<file path="config.mk">
export PLATFORM = sky130hd
export DESIGN_NAME = mem_access_unit
export DESIGN_NICKNAME = d
export VERILOG_FILES = /design/src/rtl/mem_access_unit.sv
export SDC_FILE = /design/constraint.sdc
export NUM_CORES = 1
export LEC_CHECK = 0
export BUFFER_PORTS_ARGS = -buffer_cell sky130_fd_sc_hd__buf_2
export CORE_ASPECT_RATIO = 1.5
export CORE_MARGIN = 4
export CORE_UTILIZATION = 56
export DETAILED_ROUTE_END_ITERATION = 6
export GPL_TIMING_DRIVEN = 0
export PLACE_DENSITY = 0.95
export SLEW_MARGIN = 20
export SYNTH_ARGS = -nofsm -noshare
export SYNTH_HDL_FRONTEND = slang
export SYNTH_SLANG_ARGS = --single-unit
</file>
<file path="constraint.sdc">
create_clock -name Clk -period 4.5 [get_ports Clk]
set_input_delay 0.225 -clock Clk [delete_from_list [all_inputs] [get_ports Clk]]
set_output_delay 0.225 -clock Clk [all_outputs]
set_load 0.01 [all_outputs]
</file>
<file path="src/rtl/mem_access_unit.sv">
// Load/store front end to a word-wide memory: byte/half/word accesses, sub-word stores by read-modify-write.
// Optional macro MEM_MISALIGN_TRAP_EN: misaligned half/word accesses skip memory and complete at once with misalign=1.
module mem_access_unit #(
  parameter int ADDR_W = 32
) (
  input  logic              Clk,
  input  logic              Rst_n,
  input  logic              req,
  input  logic              we,
  input  logic [1:0]        size,
  input  logic              signExt,
  input  logic [ADDR_W-1:0] cpuAddr,
  input  logic [31:0]       cpuWData,
  output logic              ready,
  output logic              done,
  output logic [31:0]       rData,
  output logic              misalign,
  output logic [31:0]       memAddress,
  output logic [31:0]       memWriteData,
  output logic              memWriteEnable,
  input  logic [31:0]       memData
);

  // state   | meaning
  // S_IDLE  | waiting for req, ready=1
  // S_READ  | memData sampled: load extract or store merge
  // S_WRITE | memWriteEnable=1 for one cycle
  // S_DONE  | done pulse, back to idle
  typedef enum logic [1:0] {S_IDLE, S_READ, S_WRITE, S_DONE} state_t;

  state_t      state_q, state_d;
  logic        we_q, we_d;
  logic [1:0]  size_q, size_d;
  logic        sext_q, sext_d;
  logic [1:0]  lo_q, lo_d;
  logic [31:0] wdata_q, wdata_d;
  logic [31:0] merge_q, merge_d;
  logic [31:0] rdata_q, rdata_d;
  logic [31:0] maddr_q, maddr_d;
`ifdef MEM_MISALIGN_TRAP_EN
  logic        mis_q, mis_d;
`endif

  logic        req_mis;
  logic [1:0]  req_lo;
  logic [4:0]  sh_amt;
  logic [31:0] rd_shift, lane_mask, load_val, merged;

  assign req_mis = (size == 2'b01 && cpuAddr[0]) || (size[1] && cpuAddr[1:0] != 2'b00);
  // Low bits are forced aligned per access size; with the trap enabled misaligned requests never use them.
  assign req_lo  = (size == 2'b00) ? cpuAddr[1:0] :
                   (size == 2'b01) ? {cpuAddr[1], 1'b0} : 2'b00;

  assign sh_amt    = {lo_q, 3'b000};
  assign rd_shift  = memData >> sh_amt;
  assign lane_mask = ((size_q == 2'b00) ? 32'h0000_00FF : 32'h0000_FFFF) << sh_amt;
  assign merged    = (memData & ~lane_mask) | ((wdata_q << sh_amt) & lane_mask);

  always_comb begin
    case (size_q)
      2'b00:   load_val = {{24{sext_q & rd_shift[7]}}, rd_shift[7:0]};
      2'b01:   load_val = {{16{sext_q & rd_shift[15]}}, rd_shift[15:0]};
      default: load_val = memData;
    endcase
  end

  always_comb begin
    state_d = state_q;
    we_d    = we_q;
    size_d  = size_q;
    sext_d  = sext_q;
    lo_d    = lo_q;
    wdata_d = wdata_q;
    merge_d = merge_q;
    rdata_d = rdata_q;
    maddr_d = maddr_q;
`ifdef MEM_MISALIGN_TRAP_EN
    mis_d   = mis_q;
`endif
    case (state_q)
      S_IDLE: begin
        if (req) begin
          we_d    = we;
          size_d  = size;
          sext_d  = signExt;
          lo_d    = req_lo;
          wdata_d = cpuWData;
          maddr_d = 32'(cpuAddr >> 2);
          if (!we)          state_d = S_READ;
          else if (size[1]) state_d = S_WRITE;
          else              state_d = S_READ;
`ifdef MEM_MISALIGN_TRAP_EN
          mis_d = req_mis;
          if (req_mis) state_d = S_DONE;
`endif
        end
      end
      S_READ: begin
        if (we_q) begin
          merge_d = merged;
          state_d = S_WRITE;
        end else begin
          rdata_d = load_val;
          state_d = S_DONE;
        end
      end
      S_WRITE: state_d = S_DONE;
      default: state_d = S_IDLE;
    endcase
  end

  always_ff @(posedge Clk or negedge Rst_n) begin
    if (!Rst_n) begin
      state_q <= S_IDLE;
      we_q    <= 1'b0;
      size_q  <= 2'b00;
      sext_q  <= 1'b0;
      lo_q    <= 2'b00;
      wdata_q <= '0;
      merge_q <= '0;
      rdata_q <= '0;
      maddr_q <= '0;
`ifdef MEM_MISALIGN_TRAP_EN
      mis_q   <= 1'b0;
`endif
    end else begin
      state_q <= state_d;
      we_q    <= we_d;
      size_q  <= size_d;
      sext_q  <= sext_d;
      lo_q    <= lo_d;
      wdata_q <= wdata_d;
      merge_q <= merge_d;
      rdata_q <= rdata_d;
      maddr_q <= maddr_d;
`ifdef MEM_MISALIGN_TRAP_EN
      mis_q   <= mis_d;
`endif
    end
  end

  assign ready          = (state_q == S_IDLE);
  assign done           = (state_q == S_DONE);
  assign rData          = rdata_q;
  assign memAddress     = maddr_q;
  assign memWriteEnable = (state_q == S_WRITE);
  assign memWriteData   = (state_q != S_WRITE) ? 32'h0 : (size_q[1] ? wdata_q : merge_q);
`ifdef MEM_MISALIGN_TRAP_EN
  assign misalign = (state_q == S_DONE) && mis_q;
`else
  assign misalign = 1'b0;
  logic unused_ok;
  assign unused_ok = req_mis;
`endif

endmodule

</file>
==> flow_summary_export.csv, run 1 <==
group,metric,value,unit
placed_design,port_buffers,199,
timing,setup_slack,2.10,ns
synth,ys_seq_area_share,49.5,%
floorplanning,core,11700,sq um
setup_path,worst-endpoint-arrival,2.18,ns
pwr,power_density,792,nW/um^2
timing,finalCriticalPeriod,2.40,ns
floorplanning,die_x,97.8,microns
timing,fin_hold_ws,0.0314,ns
synth,synth_common_cells,"dfrtp_1 (134), mux2_2 (82), o21ai_0 (79)",
timing,fin_tns_setup,0,ns
synth,yosysUniqueCellTypes,37,
clock_network,cts_resized,0,
synth,synth.most_common_cell,"dfrtp_1",
synth,synth_warnings,0,
timing,fin_crit_sh,53.4,%
synth,synthArstFlopShare,100,%
grt,grt_pass1_wl,32700,microns
worst_hold_path,worstHoldStart,"cpuWData[31]",
synth,netlist_instances,634,
synth,ys_seq_elements,134,
floorplanning,ios,203,
setup_path,startpoint,"state_q[0]$_DFFE_PN0P_",
routing,wl_per_cell,20.5,microns
floorplanning,placementRows,48,
setup_path,critPathKind,"reg2out",
setup_path,crit_buf_inv,3,
grt,grt_start_max_net_pins,81,
finish,nets,964,
setup_path,crit_path_max_fanout,10,
routing,ant_nets,0,
pwr,power.total,6.78,mW
timing,hold_violations,0,
timing,setup_viol,0,
timing,finClkSkew,0.00625,ns
clock_network,cts_sinks,134,
timing,max_freq,417,MHz
placed_design,placed_area,8000,sq um
synth,synth_flop_cell,"dfrtp_1",
finish,diodes,0,
clock_network,clock_latency,0.42,ns
grt,overflow,0,
finish,nFillCells,866,
routing,num_vias,5949,
setup_path,rrSetupSlack,2.30,ns
timing,worstMarginPinSlew,0.794,ns
setup_path,cp.required,4.28,ns
pwr,p_leak,4.08,nW
routing,remaining_drc_errors,0,
finish,multiInputGateArea,3190,sq um
floorplanning,initial_core_util,58.1,%
status,status,"completed",
synth,synth-edff-count,0,
clock_network,cts_buffers,17,
clock_network,cts_root_buffer,"clkbuf_16",
grt,grt_use_total,30.5,%
floorplanning,dieHeight,143,microns
worst_hold_path,hp-class,"in2reg",
timing,drv_slew,0,
routing,routed_wl,20900,microns
setup_path,max_stage_delay,0.48,ns
timing,maxSlewHeadroom,47.1,%
setup_path,crit_chain,"inv_1 > ha_1 > clkbuf_1 > nor2b_1 > buf_2",
placed_design,place_inst,986,
synth,syn_area,6770,sq um
setup_path,start_kind,"flip-flop",
floorplanning,die_area,13900,sq um
finish,post-route-util,73.5,%
pwr,ir_drop,0.547,mV
routing,drt_iter0_markers,457,
grt,first_global_vias,6269,
finish,syn_to_final_growth,26.5,%
routing,dr.pass1.iters,5,
finish,final_layout_size_suffix_gt1_share,38.2,%
synth,syn_area_per_cell,10.7,sq um
routing,viasPerCell,5.84,
clock_network,ctsHtreeMaxLevel,4,
job,drv_cap,0,
clock_network,cts_buffer_depth,2,
clock_network,clk_pin_slew,0.06,ns
synth,synth_area_leaders,"dfrtp_1 (50%), mux2_2 (14%), mux2i_1 (8.7%)",
placed_design,gp_congestion,0.976,
setup_path,critical-path-top-delay-family,"buffers and inverters",
clock_network,cts_tree,"yes",
synth,synth.top_cell.area_share,49.5,%
finish,fin_cells,1018,
placed_design,hpwl,16000,microns
setup_path,cp_slowest_cell,"ha_1",
finish,final_cell_area,8560,sq um
synth,synth_top_area_cell,"dfrtp_1",
finish,regArea,3350,sq um
timing,rsz0062_at_grt,"false",
placed_design,dp_slack,2.30,ns
setup_path,crit-reg2reg-launch,"state_q[0]$_DFFE_PN0P_",
setup_path,worst_setup_path_end_kind,"output pin",
grt,antenna_found_initial,0,
[worst reg2reg max path, stage by stage (launching register included)]
cell	delay (ns)
dfrtp_1	0.39
inv_1	0.10
ha_1	0.26
nand2_1	0.26
buf_1	0.65
mux2_2	0.43
[cells in the final DEF, fill, tap and decap left out, types with 8 or more instances in the layout]
cell type,n
nor2_1,28
o21ai_0,79
a22oi_1,8
mux2_2,82
mux2i_1,59
buf_2,210
nand2b_1,17
nor2b_1,36
a21oi_1,35
nand2_1,60
clkbuf_1,28
clkbuf_16,17
dfrtp_1,134
[timing repair]
action,CTS,global route
hold buffers,1,0
buffers inserted,0,0
endpoints found under the setup margin,0,0
endpoints found under the hold margin,54,0
[worst paths after layout]
check	endpoint	depth (start not counted)
worst max-delay path	memWriteData[7]	5
worst min-delay path	wdata_q[31]$_DFFE_PN0P_	2
worst max register to register	wdata_q[20]$_DFFE_PN0P_	5
worst min register to register	merge_q[25]$_DFFE_PN0P_	2
max in group asynchronous	rData[14]$_DFFE_PN0P_	3
min in group asynchronous	memAddress[15]$_DFFE_PN0P_	2
[report_power, final]
part           switching [mW]  internal, mW  leakage (nW)
Sequential              0.415          1.83          1.59
Combinational            1.80          1.40          2.22
Clock                   0.512         0.823         0.270
Total                    2.73          4.05          4.08
[kinds of logic after synthesis]
family	after synthesis	share of synthesized area, %
multiplexers	142	22.7
AND/OR/NAND/NOR	154	11.0
buffers and inverters	51	3.38
other	1	0.0554
flip-flops	134	49.5
adder cells (fa/ha/maj)	5	0.924
AO/OA/AOI/OAI	147	12.4
[state kept, by name (all words and copies together) (netlist names)]
name	flops
rData	32
memAddress	30
sext_q	1
state_q	2
merge_q	32
we_q	1
wdata_q	32
size_q	2
lo_q	2
[routing by layer]
layer | part of all wire, % | wire (microns) | GRT usage, %
met5 | 0 | 0 | 0
met4 | 5.7 | 1190 | 17.0
met3 | 9.4 | 1980 | 9.14
met2 | 49 | 10300 | 51.6
met1 | 36 | 7470 | 34.5
[layout make-up]
cell class | count | area share [%]
clock buffers | 22 | 5.30
multi-input cells | 451 | 37.3
inverters | 3 | 0.131
repair buffers | 201 | 12.2
plain buffers | 48 | 2.54
clock inverters | 9 | 1.21
well taps | 150 | 2.19
flip-flops and latches | 134 | 39.2
Note: power is estimated with default switching activity, not from simulation.
==> run 2, diff against run 1 <==
Settings changed: CORE_UTILIZATION 56 to 52, PLACE_DENSITY 0.95 to 0.89.
Clock period 4.5 ns to 2.5 ns, I/O delays scaled along.
==> run 2 against run 1 <==
Against the previous run:
- setup slack worse by 2.0 ns
- worst hold slack better by 0.0062 ns
- routed wire length up 11%
- die area up 7.2%
- global-route usage up 0.83 points
- first-iteration DRC count up 25%
- via count up 6.7%
- critical endpoint is now memWriteData[1]
- count of clock-buffer cells in the layout down 1
- sequential cell count unchanged
- clock power up 110%
- utilization up 0.31 points
- register-to-register slack worse by 2.0 ns
==> flow_summary_export.csv, run 2 (synthesis results as in run 1) <==
group,metric,value,unit
status,status,"completed",
routing,wl_per_cell,21.2,microns
grt,grt_pass1_wl,35600,microns
job,drv_cap,0,
clock_network,cts_buffer_depth,2,
grt,antenna_found_initial,1,
pwr,power.total,12.7,mW
finish,final_layout_size_suffix_gt1_share,35.9,%
clock_network,ctsHtreeMaxLevel,4,
worst_hold_path,hp-class,"in2reg",
timing,drv_slew,0,
setup_path,crit_path_max_fanout,10,
floorplanning,dieHeight,148,microns
timing,finalCriticalPeriod,2.39,ns
routing,num_vias,6345,
floorplanning,ios,203,
grt,grt_use_total,31.3,%
finish,mostFrequentLayoutCells,"buf_2 (210), dfrtp_1 (134), mux2_2 (82), o21ai_0 (79), dlygate4sd3_1 (68)",
setup_path,start_kind,"flip-flop",
finish,syn_to_final_growth,37.8,%
timing,worstMarginPinSlew,0.709,ns
pwr,p_leak,4.40,nW
placed_design,hpwl,15800,microns
clock_network,cts_tree,"yes",
floorplanning,die_area,14900,sq um
placed_design,dp_slack,0.357,ns
timing,maxSlewHeadroom,52.7,%
placed_design,gp_congestion,0.975,
setup_path,cp.required,2.38,ns
clock_network,post-cts-setup-buffers,0,
timing,fin_crit_sh,95.7,%
timing,rsz0062_at_grt,"false",
routing,viasPerCell,5.81,
finish,nets,1031,
setup_path,worst_setup_path_end_kind,"output pin",
routing,routed_wl,23200,microns
floorplanning,die_x,101,microns
clock_network,cts_sinks,134,
timing,max_freq,418,MHz
floorplanning,placementRows,50,
timing,fin_hold_ws,0.0376,ns
placed_design,port_buffers,199,
routing,dr.pass1.iters,5,
routing,remaining_drc_errors,0,
setup_path,rrSetupSlack,0.30,ns
floorplanning,initial_core_util,53.6,%
clock_network,cts_root_buffer,"clkbuf_16",
finish,fin_cells,1093,
timing,finClkSkew,0.0139,ns
pwr,ir_drop,0.747,mV
timing,setup_slack,0.107,ns
setup_path,worst-endpoint-arrival,2.27,ns
routing,drt_iter0_markers,573,
clock_network,clock_latency,0.43,ns
finish,post-route-util,73.8,%
clock_network,cts_buffers,17,
setup_path,critPathKind,"reg2out",
floorplanning,core,12600,sq um
grt,first_global_vias,6905,
finish,final_common_cell,"buf_2",
clock_network,clk_pin_slew,0.06,ns
grt,grt_start_max_net_pins,75,
placed_design,place_inst,992,
timing,hold_violations,0,
pwr,power_density,1370,nW/um^2
grt,overflow,0,
routing,ant_nets,0,
timing,setup_viol,0,
[run 2: area by class of cell]
| type | instances | area, sq um |
|---|---|---|
| plain buffers | 48 | 218 |
| clock inverters | 11 | 171 |
| flip-flops and latches | 134 | 3350 |
| inverters | 3 | 11.3 |
| multi-input cells | 451 | 3190 |
| repair buffers | 268 | 1710 |
| clock buffers | 21 | 470 |
| fillers | 837 | 3310 |
| diodes | 1 | 2.50 |
| well taps | 156 | 195 |
[run 2: worst max-delay path, cell delays in order (launching register included)]
cell      delay (ns)
dfrtp_1         0.43
inv_1           0.13
ha_1            0.50
clkbuf_1        0.38
nor2b_1         0.25
buf_2           0.17
[run 2: timing repair]
action                                 in CTS  in global routing
endpoints found under the hold margin     127                  0
resized for setup                           0                  0
hold buffers                               68                  0
[run 2: worst paths after layout]
path | depth (start not counted) | end | start
min in group asynchronous | 2 | memAddress[4]$_DFFE_PN0P_ | Rst_n
hold / removal | 2 | size_q[1]$_DFFE_PN0P_ | size[1]
max in group asynchronous | 3 | rData[5]$_DFFE_PN0P_ | Rst_n
setup / recovery | 5 | memWriteData[1] | state_q[0]$_DFFE_PN0P_
hold reg to reg | 2 | merge_q[15]$_DFFE_PN0P_ | merge_q[15]$_DFFE_PN0P_
setup reg to reg | 7 | merge_q[25]$_DFFE_PN0P_ | state_q[1]$_DFFE_PN0P_
[run 2: per-stage QoR]
step	setup TNS, ns	area [sq um]
2_1_floorplan	0	6780
3_3_place_gp	-54.42	7970
3_5_place_dp	0	8000
4_1_cts	0	9330
5_1_grt	0	9330
6_report	0	9330
[run 2: power by group]
part | internal, mW | total [mW] | leakage [nW] | switching (mW)
combinational | 2.59 | 5.90 | 2.50 | 3.31
clock | 1.75 | 2.74 | 0.310 | 0.992
sequential | 3.30 | 4.10 | 1.59 | 0.804
[run 2: layer usage]
metal	global-route usage [%]	share of wire, %
met3	8.92	8.1
met4	18.5	6.5
met2	54.2	51
met5	0	0.086
met1	33.1	34
==> run 3, diff against run 2 <==
Settings changed: ABC_CLOCK_PERIOD_IN_PS from default to 2500, CORE_ASPECT_RATIO 1.5 to default, HOLD_SLACK_MARGIN from default to 0.08.
==> run 3 against run 2 <==
Against the previous run:
- largest power group unchanged
- clock power about the same
- die area shrank 0.26%
- setup slack lost 0.0036 ns
- sequential power is 1% higher
- worst hold slack better by 0.060 ns
- total power up 0.59%
- register-to-register slack got worse by 0.14 ns
- critical path depth stayed put
- critical endpoint is now memWriteData[5]
- global-route usage increased by 0.95 points
- count of clock-buffer cells in the layout decreased by 2
- highest routed layer is now met4
==> flow_summary_export.csv, run 3 (synthesis results as in run 1) <==
group,metric,value,unit
setup_path,critPathKind,"reg2out",
pwr,power_density,1340,nW/um^2
worst_hold_path,worstHoldStart,"memData[16]",
job,drv_cap,0,
finish,final_common_cell,"buf_2",
pwr,p_leak,4.47,nW
setup_path,worst-endpoint-arrival,2.27,ns
setup_path,rrSetupSlack,0.16,ns
timing,fin_tns_setup,0,ns
finish,diodes,0,
placed_design,gp_congestion,1.01,
setup_path,r2r_cells,7,
floorplanning,die_x,122,microns
floorplanning,core,12700,sq um
timing,rsz0062_at_grt,"false",
timing,setup_viol,0,
clock_network,cts_buffers,17,
timing,finalCriticalPeriod,2.40,ns
grt,antenna_found_initial,0,
routing,met1Wirelength,8680,microns
finish,nets,1050,
grt,grt_pass1_wl,36000,microns
grt,grt_start_max_net_pins,89,
routing,ant_nets,0,
timing,hold_violations,0,
placed_design,dp_slack,0.279,ns
pwr,ir_drop,0.905,mV
clock_network,cts_root_buffer,"clkbuf_16",
setup_path,cp.required,2.38,ns
placed_design,port_buffers,199,
status,status,"completed",
finish,nFillCells,894,
clock_network,clk_pin_slew,0.06,ns
setup_path,crit-reg2reg-launch,"state_q[1]$_DFFE_PN0P_",
routing,dr.pass1.iters,5,
clock_network,ctsHtreeMaxLevel,4,
setup_path,crit_path_max_fanout,10,
routing,num_vias,6470,
timing,worstMarginPinSlew,0.825,ns
routing,wl_met2,11400,microns
floorplanning,dieHeight,122,microns
grt,grt_use_total,32.3,%
routing,remaining_drc_errors,0,
timing,setup_slack,0.103,ns
setup_path,start_kind,"flip-flop",
grt,overflow,0,
clock_network,post-cts-setup-buffers,0,
timing,finClkSkew,0.00723,ns
routing,highest_layer,"met4",
clock_network,cts_tree,"yes",
worst_hold_path,whs_path_depth,3,
timing,fin_crit_sh,95.9,%
routing,routed_wl,23300,microns
floorplanning,ios,203,
worst_hold_path,hp-class,"in2reg",
routing,viasPerCell,5.74,
timing,drv_slew,0,
routing,wl_per_cell,20.7,microns
clock_network,cts_sinks,134,
timing,maxSlewHeadroom,45.0,%
clock_network,cts_buffer_depth,2,
finish,final_layout_size_suffix_gt1_share,35.4,%
finish,mostFrequentLayoutCells,"buf_2 (210), dfrtp_1 (134), dlygate4sd3_1 (87), mux2_2 (82), o21ai_0 (79)",
setup_path,worst_setup_path_end_kind,"output pin",
setup_path,r2r_end,"lo_q[0]$_DFFE_PN0P_",
placed_design,hpwl,15500,microns
floorplanning,placementRows,41,
floorplanning,die_area,14900,sq um
timing,max_freq,417,MHz
routing,met3_length,2300,microns
clock_network,clock_latency,0.42,ns
finish,syn_to_final_growth,40.9,%
timing,fin_hold_ws,0.0977,ns
routing,drt_iter0_markers,511,
grt,first_global_vias,6828,
worst_hold_path,min_to,"rData[16]$_DFFE_PN0P_",
floorplanning,initial_core_util,53.4,%
run 3: power breakdown:
group,internal (mW),leakage [nW],total (mW),switching [mW]
combinational,2.62,2.59,5.96,3.34
sequential,3.30,1.59,4.14,0.846
clock,1.71,0.298,2.71,1.00
run 3: critical path, stage by stage, from the launching register on:
cell and delay (ns):
dfrtp_1 0.42, inv_1 0.12, ha_1 0.38, clkbuf_1 0.54, nor2b_1 0.23, buf_2 0.15
run 3: per-layer routing:
layer / GRT usage [%] / vias to the layer above
met2: 54.1 / 415
met5: 0 / -
met4: 13.8 / 0
li1: - / 2839
met3: 9.80 / 95
met1: 38.6 / 3121
run 3: layout make-up:
type / count / area, sq um / area share [%]
flip-flops and latches: 134 / 3350 / 35.2
multi-input cells: 451 / 3200 / 33.5
repair buffers: 287 / 1900 / 20.0
clock buffers: 19 / 443 / 4.65
plain buffers: 48 / 219 / 2.30
well taps: 172 / 215 / 2.26
clock inverters: 13 / 194 / 2.03
inverters: 3 / 11.3 / 0.118
run 3: per-stage QoR:
step | instance area (sq um) | cells | utilization (%) | total power [mW]
after floorplan | 6780 | 636 | - | 7.64
after global placement | 7990 | 1007 | 63.0 | 9.52
after detailed placement | 8020 | 1008 | 63.3 | 9.74
after CTS | 9530 | 1127 | 75.2 | 12.6
after global routing | 9540 | 1127 | 75.3 | 13.5
final | 9540 | 1127 | 75.3 | 12.8
run 3: worst max-delay path by stage:
stage                                      start                        end  slack (ns)  cells after the start
final                     state_q[0]$_DFFE_PN0P_            memWriteData[5]        0.10                      5
after global routing      state_q[0]$_DFFE_PN0P_            memWriteData[1]        0.02                      5
after CTS                 state_q[0]$_DFFE_PN0P_        lo_q[0]$_DFFE_PN0P_        0.02                      7
after detailed placement  state_q[0]$_DFFE_PN0P_    wdata_q[14]$_DFFE_PN0P_        0.28                      5
after global placement                     Rst_n    wdata_q[18]$_DFFE_PN0P_       -0.44                      1
after floorplan           state_q[0]$_DFFE_PN0P_  memAddress[0]$_DFFE_PN0P_        0.79                      5
run 3: repair_timing:
item                       4_1_cts  5_1_grt
hold buffers                    87        0
setup endpoints to repair        0        1
hold endpoints to repair       225        0
resized for setup                0        3
